`src/rtl/hsstl_rst4mcrsw_lane_rate_sched_v1_0_if.sv`:
```
// Lane rate scheduler bus.
// Purpose : groups the scheduler's lane-facing signals so that the scheduler and
//           its environment connect through one port.
// Signals : pll_ready  shared PLL locked
//           req_rate   requested rate per lane (1 = gen2, 0 = gen1)
//           lane_fsm   4-bit TX reset FSM state per lane, lane i = [4i+3:4i]
//           lane_rate  rate driven to each lane FSM
//           grant      one-hot lane currently being rate-changed
//           busy       scheduler not idle
//           err_flag   sticky per-lane timeout flag
// Modports: slave  = scheduler side, master = lane/environment side.
`timescale 1ns/1ps
interface hsstl_rst4mcrsw_lane_rate_sched_v1_0_if #(
    parameter int unsigned LANE_NUM = 4
);
    logic                      pll_ready;
    logic [LANE_NUM-1:0]       req_rate;
    logic [4*LANE_NUM-1:0]     lane_fsm;
    logic [LANE_NUM-1:0]       lane_rate;
    logic [LANE_NUM-1:0]       grant;
    logic                      busy;
    logic [LANE_NUM-1:0]       err_flag;

    modport master (
        output pll_ready, req_rate, lane_fsm,
        input  lane_rate, grant, busy, err_flag
    );

    modport slave (
        input  pll_ready, req_rate, lane_fsm,
        output lane_rate, grant, busy, err_flag
    );
endinterface

```
`src/rtl/hsstl_rst4mcrsw_lane_rate_sched_v1_0.sv`:
```
// Lane rate-change scheduler for HSST TX reset FSMs sharing one PLL.
// Purpose : grants one lane at a time (round robin) to apply a rate change, then
//           watches that lane's FSM enter TX_RATE_ONLY and return to TX_RST_DONE,
//           flagging lanes that do not start or finish in bounded time.
// Ports   : clk  clock (lane FSM domain)
//           rst  synchronous active-high reset
//           bus  slave side of the scheduler interface (see _if file)
`timescale 1ns/1ps
module hsstl_rst4mcrsw_lane_rate_sched_v1_0 #(
    parameter int unsigned LANE_NUM      = 4,
    parameter int unsigned START_TIMEOUT = 15,
    parameter int unsigned DONE_TIMEOUT  = 1023,
    parameter int unsigned SETTLE_CYCLES = 16,
    parameter int unsigned CNTR_WIDTH    = 10
) (
    input logic clk,
    input logic rst,
    hsstl_rst4mcrsw_lane_rate_sched_v1_0_if.slave bus
);
    localparam int unsigned IdxW         = (LANE_NUM > 1) ? $clog2(LANE_NUM) : 1;
    localparam logic [3:0]  FsmTxRstDone = 4'd7;
    localparam logic [3:0]  FsmTxRateOnly = 4'd8;

    typedef enum logic [2:0] {
        StIdle, StArb, StApply, StWaitStart, StWaitDone, StSettle
    } state_e;

    state_e                r_state;
    state_e                w_state_nxt;
    logic [LANE_NUM-1:0]   r_lane_rate;
    logic [LANE_NUM-1:0]   r_grant;
    logic [LANE_NUM-1:0]   r_err_flag;
    logic [CNTR_WIDTH-1:0] r_cntr;
    logic [IdxW-1:0]       r_rr_ptr;
    logic [IdxW-1:0]       r_gidx;      // index form of r_grant

    logic [LANE_NUM-1:0]   w_pending;
    logic                  w_sel_found;
    logic [IdxW-1:0]       w_sel_idx;
    logic [LANE_NUM-1:0]   w_sel_onehot;
    logic [3:0]            w_lane_state;
    logic                  w_abort;
    logic                  w_start_to;
    logic                  w_done_to;
    logic                  w_settle_end;
    logic                  w_busy;

    assign w_pending    = bus.req_rate ^ r_lane_rate;
    assign w_lane_state = bus.lane_fsm[4*r_gidx +: 4];
    assign w_abort      = (r_state != StIdle) && !bus.pll_ready;
    assign w_start_to   = (r_cntr == CNTR_WIDTH'(START_TIMEOUT));
    assign w_done_to    = (r_cntr == CNTR_WIDTH'(DONE_TIMEOUT));
    assign w_settle_end = (r_cntr == CNTR_WIDTH'(SETTLE_CYCLES));

    // Round-robin pick: scan downwards so the lane closest to r_rr_ptr wins last.
    always_comb begin
        w_sel_found  = 1'b0;
        w_sel_idx    = '0;
        w_sel_onehot = '0;
        for (int k = int'(LANE_NUM) - 1; k >= 0; k--) begin
            if (w_pending[(int'(r_rr_ptr) + k) % int'(LANE_NUM)]) begin
                w_sel_found = 1'b1;
                w_sel_idx   = IdxW'((int'(r_rr_ptr) + k) % int'(LANE_NUM));
            end
        end
        w_sel_onehot[w_sel_idx] = 1'b1;
    end

    // State register
    always_ff @(posedge clk) begin
        if (rst) begin
            r_state <= StIdle;
        end else begin
            r_state <= w_state_nxt;
        end
    end

    // Next-state logic; a lost PLL lock abandons whatever is in progress.
    always_comb begin
        w_state_nxt = r_state;
        if (w_abort) begin
            w_state_nxt = StIdle;
        end else begin
            unique case (r_state)
                StIdle:      if (bus.pll_ready && (|w_pending)) w_state_nxt = StArb;
                StArb:       w_state_nxt = w_sel_found ? StApply : StIdle;
                StApply:     w_state_nxt = StWaitStart;
                StWaitStart: begin
                    if (w_lane_state == FsmTxRateOnly) w_state_nxt = StWaitDone;
                    else if (w_start_to)               w_state_nxt = StSettle;
                end
                StWaitDone:  if ((w_lane_state == FsmTxRstDone) || w_done_to) w_state_nxt = StSettle;
                StSettle:    if (w_settle_end) w_state_nxt = StIdle;
                default:     w_state_nxt = StIdle;
            endcase
        end
    end

    // Output logic
    always_comb begin
        w_busy = (r_state != StIdle);
    end

    // Datapath registers tied to the current state
    always_ff @(posedge clk) begin
        if (rst) begin
            r_lane_rate <= '0;
            r_grant     <= '0;
            r_err_flag  <= '0;
            r_cntr      <= '0;
            r_rr_ptr    <= '0;
            r_gidx      <= '0;
        end else if (w_abort) begin
            r_grant <= '0;
            r_cntr  <= '0;
        end else begin
            case (r_state)
                StArb: begin
                    if (w_sel_found) begin
                        r_grant <= w_sel_onehot;
                        r_gidx  <= w_sel_idx;
                    end
                end
                StApply: begin
                    r_lane_rate[r_gidx] <= bus.req_rate[r_gidx];
                    r_cntr              <= '0;
                end
                StWaitStart: begin
                    if (w_lane_state == FsmTxRateOnly) begin
                        r_cntr <= '0;
                    end else if (w_start_to) begin
                        r_err_flag[r_gidx] <= 1'b1;
                        r_cntr             <= '0;
                    end else begin
                        r_cntr <= r_cntr + 1'b1;
                    end
                end
                StWaitDone: begin
                    if (w_lane_state == FsmTxRstDone) begin
                        r_cntr <= '0;
                    end else if (w_done_to) begin
                        r_err_flag[r_gidx] <= 1'b1;
                        r_cntr             <= '0;
                    end else begin
                        r_cntr <= r_cntr + 1'b1;
                    end
                end
                StSettle: begin
                    if (w_settle_end) begin
                        r_grant  <= '0;
                        r_rr_ptr <= (r_gidx == IdxW'(LANE_NUM - 1)) ? '0 : r_gidx + 1'b1;
                    end else begin
                        r_cntr <= r_cntr + 1'b1;
                    end
                end
                default: ;
            endcase
        end
    end

    assign bus.lane_rate = r_lane_rate;
    assign bus.grant     = r_grant;
    assign bus.busy      = w_busy;
    assign bus.err_flag  = r_err_flag;
endmodule
```
`src/flat_wrapper.sv`:
```
// flat-port wrapper written by rule: the top's interface ports become plain ports
module hsstl_rst4mcrsw_lane_rate_sched_v1_0_flat 
#(
    parameter int unsigned LANE_NUM      = 4,
    parameter int unsigned START_TIMEOUT = 15,
    parameter int unsigned DONE_TIMEOUT  = 1023,
    parameter int unsigned SETTLE_CYCLES = 16,
    parameter int unsigned CNTR_WIDTH    = 10
)
  (clk, rst, bus_pll_ready, bus_req_rate, bus_lane_fsm, bus_lane_rate, bus_grant, bus_busy, bus_err_flag);
  hsstl_rst4mcrsw_lane_rate_sched_v1_0_if #(.LANE_NUM(LANE_NUM)) bus_i ();
  input logic clk;
  input logic rst;
  input wire logic [$bits(bus_i.pll_ready)-1:0] bus_pll_ready;
  input wire logic [$bits(bus_i.req_rate)-1:0] bus_req_rate;
  input wire logic [$bits(bus_i.lane_fsm)-1:0] bus_lane_fsm;
  output wire logic [$bits(bus_i.lane_rate)-1:0] bus_lane_rate;
  output wire logic [$bits(bus_i.grant)-1:0] bus_grant;
  output wire logic [$bits(bus_i.busy)-1:0] bus_busy;
  output wire logic [$bits(bus_i.err_flag)-1:0] bus_err_flag;
  assign bus_i.pll_ready = bus_pll_ready;
  assign bus_i.req_rate = bus_req_rate;
  assign bus_i.lane_fsm = bus_lane_fsm;
  assign bus_lane_rate = bus_i.lane_rate;
  assign bus_grant = bus_i.grant;
  assign bus_busy = bus_i.busy;
  assign bus_err_flag = bus_i.err_flag;
  hsstl_rst4mcrsw_lane_rate_sched_v1_0 #(.LANE_NUM(LANE_NUM), .START_TIMEOUT(START_TIMEOUT), .DONE_TIMEOUT(DONE_TIMEOUT), .SETTLE_CYCLES(SETTLE_CYCLES), .CNTR_WIDTH(CNTR_WIDTH)) u_core (.clk(clk), .rst(rst), .bus(bus_i));
endmodule
```
`config.mk`:
```
export PLATFORM = sky130hd
export DESIGN_NAME = hsstl_rst4mcrsw_lane_rate_sched_v1_0_flat
export DESIGN_NICKNAME = d
export VERILOG_FILES = /design/src/rtl/hsstl_rst4mcrsw_lane_rate_sched_v1_0_if.sv /design/src/rtl/hsstl_rst4mcrsw_lane_rate_sched_v1_0.sv /design/src/flat_wrapper.sv
export SDC_FILE = /design/constraint.sdc
export NUM_CORES = 1
export LEC_CHECK = 0
export CAP_MARGIN = 10
export CORE_UTILIZATION = 41
export DETAILED_ROUTE_END_ITERATION = 10
export PLACE_DENSITY = 0.7
export SLEW_MARGIN = 30
export SYNTH_ARGS = -nofsm -noshare
export SYNTH_HDL_FRONTEND = slang
export SYNTH_SLANG_ARGS = --single-unit
export TNS_END_PERCENT = 100
```
`constraint.sdc`:
```
create_clock -name clk -period 5.3 [get_ports clk]
set_input_delay 1.325 -clock clk [delete_from_list [all_inputs] [get_ports clk]]
set_output_delay 1.325 -clock clk [all_outputs]
set_load 0.01 [all_outputs]
```
Word-level counts from Yosys, hierarchy flattened

Cells that the tools add are included.

Register bits: 29
Input port bits: 23
Output and inout port bits: 13

Add/sub/neg operators: 5
Muxes and demuxes: 48
Shifts and indexed selects: 1
$lt $le $gt $ge: 8
Reduce and logical (&&, ||, !) cells: 23
Bitwise gates (word level): 6
Equality and inequality tests: 21

Operator list:

| cell                  | number |
|---|---|
| $mux 10               | 5 |
| $pmux 10 s4           | 1 |
| $mux 4                | 6 |
| $pmux 3 s6            | 1 |
| $pmux 4 s2            | 2 |
| $shiftx 16x5->4       | 1 |
| $mux 3                | 5 |
| $mux 1                | 14 |
| $lt 3x4->1 const B    | 3 |
| $mux 2                | 6 |
| $ne 2x1->1 const B    | 6 |
| $add 10x1->10 const B | 1 |
| $bmux 1 s2            | 5 |
| $eq 10x10->1 const B  | 1 |
| $eq 10x4->1 const B   | 1 |
| $eq 10x5->1 const B   | 1 |
| $lt 2x3->1 const B    | 3 |
| $reduce_and 3->1      | 3 |
| $reduce_or 2->1       | 4 |
| $eq 3x2->1 const B    | 2 |
| $eq 3x3->1 const B    | 2 |
| $ne 2x2->1 const B    | 3 |
| $reduce_and 6->1      | 1 |
| $add 2x1->2 const B   | 2 |
| 23 further kinds      | 33 |

Logic depth before layout (Yosys ltp)

Word-level depth: 16
Depth in mapped cells: 7
Mapped depth without buffers: 7

Least setup slack after synthesis

No wires, ideal clock.

Path type: input port to flip-flop
From: input bus_lane_fsm[12]
To: register u_core.r_cntr[9]
Setup slack: 2.261 ns
Data arrival time: 2.924 ns
Cell stages on the path: 5
Required time: 5.185 ns
Path through: mux4_2 > or4b_4 > a31o_1 > o21ai_4 > o21ba_1

Cells in the longest elaborated chain, start to end: 4
Elaborated cells between the ends (all ways): 6
Those cells by class: 2 x eq/ne; 1 x shift; 3 x mux

RTL lines:

| what                                            | RTL line                                                                                 | RTL |
|---|---|---|
| start, declared                                 | flat_wrapper.sv:16                                                                       | `input wire logic [$bits(bus_i.lane_fsm)-1:0] bus_lane_fsm;` |
| $shiftx 16x5->4 (*)                             | hsstl_rst4mcrsw_lane_rate_sched_v1_0.sv:49                                               | `assign w_lane_state = bus.lane_fsm[4*r_gidx +: 4];` |
| $eq 4x3->1 / $eq 4x4->1 (equally long branches) | hsstl_rst4mcrsw_lane_rate_sched_v1_0.sv:139, hsstl_rst4mcrsw_lane_rate_sched_v1_0.sv:129 |  |
| $mux 10, on equally long branches               | hsstl_rst4mcrsw_lane_rate_sched_v1_0.sv:139, hsstl_rst4mcrsw_lane_rate_sched_v1_0.sv:129 |  |
| $pmux 10 s4 (*)                                 | hsstl_rst4mcrsw_lane_rate_sched_v1_0.sv:117                                              | `case (r_state)` |
| end signal, assigned                            | hsstl_rst4mcrsw_lane_rate_sched_v1_0.sv:135                                              | `r_cntr <= r_cntr + 1'b1;` |
| end signal, assigned                            | hsstl_rst4mcrsw_lane_rate_sched_v1_0.sv:145                                              | `r_cntr <= r_cntr + 1'b1;` |
| end signal, assigned                            | hsstl_rst4mcrsw_lane_rate_sched_v1_0.sv:153                                              | `r_cntr <= r_cntr + 1'b1;` |
| end, declared                                   | hsstl_rst4mcrsw_lane_rate_sched_v1_0.sv:33                                               | `logic [CNTR_WIDTH-1:0] r_cntr;` |

Mark *: on every way between the ends. The rest lies on a longest branch, timed or not.
A chain may end at the register's enable or synchronous reset.

Worst setup path in the final report

Ends and elaborated chain as after synthesis.

==> results.yml <==
status:
  status: "complete, no violations"
place:
  numPortBuffers: 35
  dpl.hpwl_um: 3038
  finalWeightedCongestion: 0.8153
layout:
  finish.net_count: 265
  insertedDiodeCount: 0
  flow.area_growth_from_synthesis_pct: 27.70
  area_taken_by_multi_input_logic_gates_mm2: 0.001096
  final_cell_mix: "35 x sky130_fd_sc_hd__clkdlybuf4s50_1, 29 x sky130_fd_sc_hd__dfxtp_1, 22 x sky130_fd_sc_hd__nand2_1"
  leading_cell_type_in_the_layout_fill_and_taps_excluded: "sky130_fd_sc_hd__clkdlybuf4s50_1"
  drive_gt1_share_pct: 6.329
  final-seq-area_um2: 580.6
  fillCellCount: 367
synth:
  synth_area_leaders: "sky130_fd_sc_hd__dfxtp_1 33%, sky130_fd_sc_hd__nand2_1 4.7%, sky130_fd_sc_hd__mux4_1 4.5%"
  synthDominantCellAreaShare_pct: 33.21
  synth.net_count: 229
  synth_enable_flop_cells: 0
  synth-warning-count: 0
  cell_count_after_synthesis: 200
  async_reset_ff_share_pct: 0
  synth_ff_type: "sky130_fd_sc_hd__dfxtp_1"
  netlist.top_cell.by_area: "sky130_fd_sc_hd__dfxtp_1"
  syn_avg_cell_area_um2: 8.740
  synth-seq-cells: 29
  synth_cell_types: 48
  synth.cell_area_mm2: 0.001748
  seq_area_frac_synth_pct: 33.21
drt:
  count_of_vias_placed_by_the_detailed_router: 1612
  remaining_drc_errors: 0
  drt.antenna.violating_nets: 0
  via_per_inst: 5.617
  finalWirelength_um: 4068
  drt_first_pass_iters: 4
  post_drt_wl_per_cell_um: 14.17
  drt_iter0_markers: 91
floorplanning:
  initial_core_util_pct: 43.08
  num_rows: 23
  die_width_um: 67.30
  die_height_um: 67.30
  fp.dieArea_mm2: 0.004529
  placeableCoreArea_mm2: 0.004058
  io_pins: 36
sta:
  total_of_endpoints_with_negative_setup_slack_in_the_final_report: 0
  setup-tns-final_ns: 0
  achievable-frequency_mhz: 308.6
  period_share_pct: 61.13
  final.setup_skew_ns: 0.003755
  worstMarginPinSlew_ns: 0.8681
  final_max_slew_viol_count: 0
  final_hold_viol_count: 0
  rsz_0062_raised_after_global_routing: "false"
  period_needed_ns: 3.240
  relative_max_transition_margin_pct: 42.01
global_routing:
  groute.usage.overall_pct: 20.43
  maximum_number_of_pins_on_one_net_before_global_route_repair: 17
  grt_remaining_overflow: 0
  number_of_antenna_violations_at_the_first_check_in_global_routing: 0
  first_global_vias: 1525
  grt_pass1_wl_um: 6858
setup_path:
  worst_endpoint_data_arrival_time_ns: 3.42
  cp.required_ns: 5.48
  cp_max_fo: 9
  worst-r2r-setup-slack_ns: 2.76
  criticalPathCategory: "input port to register"
  crit_path_start_kind: "input port"
  worst_setup_end_kind: "register"
power_and_ir_drop:
  share_of_power_burned_in_combinational_logic_pct: 15.4
  power.ir.vdd_worst_uv: 124.3
  power.density_mw_per_mm2: 229.3
  p_clk_share_pct: 39.8
  pwr-share-seq_pct: 44.7
  switching_share_pct: 25.55
  totalPowerFinal_mw: 0.5117
  p_int_mw: 0.3810
  power_switching_mw: 0.1307
  p_leak_nw: 0.8212
clock_network:
  tritoncts.num_buffers: 5
  clock_transition_at_the_registers_of_the_reported_paths_ns: 0.07
  h-tree-depth: 2
  clock_sink_count: 29
  postCtsHoldBufs: 0
  cts_setup_buffers: 0
  root_buffer: "sky130_fd_sc_hd__clkbuf_8"
  tritoncts: "built"
  worst_skew_pair.late_latency_ns: 0.28
  clk_path_buf_depth: 2
  post_cts_resize_count: 0
flow_run:
  cap_viol_max_count: 0
hold_path:
  min_path_type: "register to register"
==> routing by layer <==
layer	GRT usage [%]	up-vias	routed length [µm]
li1	-	804	-
met1	26.47	752	1961
met2	32.38	48	1810
met3	5.574	8	225
met4	7.181	0	70
met5	0	-	0
==> metrics by stage <==
step                      std cells  utilization (%)  hold slack [ns]  area (µm²)  setup WS [ns]
after floorplan                 200                -           0.4572        1748          2.261
after global placement          279            52.51           0.4504        2131          1.775
after detailed placement        279            52.51           0.4618        2131          1.769
after CTS                       287            55.01           0.4748        2232          2.049
after global routing            287            55.01           0.4857        2232          1.962
final                           287            55.01           0.4736        2232          2.060
==> worst paths after layout <==
kind                            end  depth (start not counted)                    from
max                u_core.r_cntr[9]                          6        bus_lane_fsm[12]
min          u_core.bus.err_flag[2]                          2  u_core.bus.err_flag[2]
max reg2reg        u_core.r_cntr[9]                          5        u_core.r_gidx[0]
min reg2reg  u_core.bus.err_flag[2]                          2  u_core.bus.err_flag[2]
==> cell families after synthesis <==
kind of cell	count (synthesis)	synth area share, %
muxes	10	9.950
and+or+nand+nor	78	22.55
adders and majority gates	6	4.295
buffers and inverters	17	4.080
DFF	29	33.21
xor gates and xnor gates	13	6.514
AOI/OAI and AO/OA	47	19.40
==> state kept, by name, summed over array words and instances (netlist names) <==
signal and count:
u_core.bus.err_flag 4, u_core.r_rr_ptr 2, u_core.r_cntr 10, u_core.bus.lane_rate 4
u_core.r_gidx 2, u_core.r_state 3, u_core.bus.grant 4
==> cells in the mapped netlist (3+ instances only) <==
| cell | count |
|---|---|
| sky130_fd_sc_hd__o21ai_0 | 9 |
| sky130_fd_sc_hd__nor2_1 | 21 |
| sky130_fd_sc_hd__xor2_1 | 8 |
| sky130_fd_sc_hd__nand3_1 | 5 |
| sky130_fd_sc_hd__inv_1 | 11 |
| sky130_fd_sc_hd__a22o_1 | 4 |
| sky130_fd_sc_hd__dfxtp_1 | 29 |
| sky130_fd_sc_hd__nor4_1 | 3 |
| sky130_fd_sc_hd__a21oi_1 | 6 |
| sky130_fd_sc_hd__nor2b_1 | 4 |
| sky130_fd_sc_hd__nand2_1 | 22 |
| sky130_fd_sc_hd__ha_1 | 6 |
| sky130_fd_sc_hd__xnor2_1 | 5 |
| sky130_fd_sc_hd__mux2i_1 | 5 |
| sky130_fd_sc_hd__o2111ai_1 | 3 |
| sky130_fd_sc_hd__and3_1 | 4 |
| sky130_fd_sc_hd__o22ai_1 | 7 |
| sky130_fd_sc_hd__nor3_1 | 3 |
| sky130_fd_sc_hd__mux4_1 | 3 |
| sky130_fd_sc_hd__clkbuf_1 | 5 |
==> cell type report <==
class                           instances  area share [%]
Inverter                               11           1.850
Tap cell                               50           2.803
Timing Repair Buffer                   35           15.70
Clock buffer                            7           4.316
Clock inverter                          1          0.2242
Multi-Input combinational cell        154           49.10
Sequential cell                        29           26.01
==> power groups by stage <==
stage	logic [mW]	registers, mW	clock network (mW)
after detailed placement	0.0782	0.233	0
after global routing	0.0873	0.229	0.217
after CTS	0.0787	0.229	0.205
after floorplan	0.0500	0.230	0
final	0.0790	0.229	0.204
after global placement	0.0781	0.234	0
==> critical path, cell delays in order <==
cell and delay, ns:
sky130_fd_sc_hd__clkdlybuf4s50_1 0.39, sky130_fd_sc_hd__mux4_2 0.48, sky130_fd_sc_hd__or4b_4 0.58, sky130_fd_sc_hd__a31o_1 0.23, sky130_fd_sc_hd__o21ai_4 0.24, sky130_fd_sc_hd__o21ba_1 0.18
Note: power is estimated with default switching activity, not from simulation.
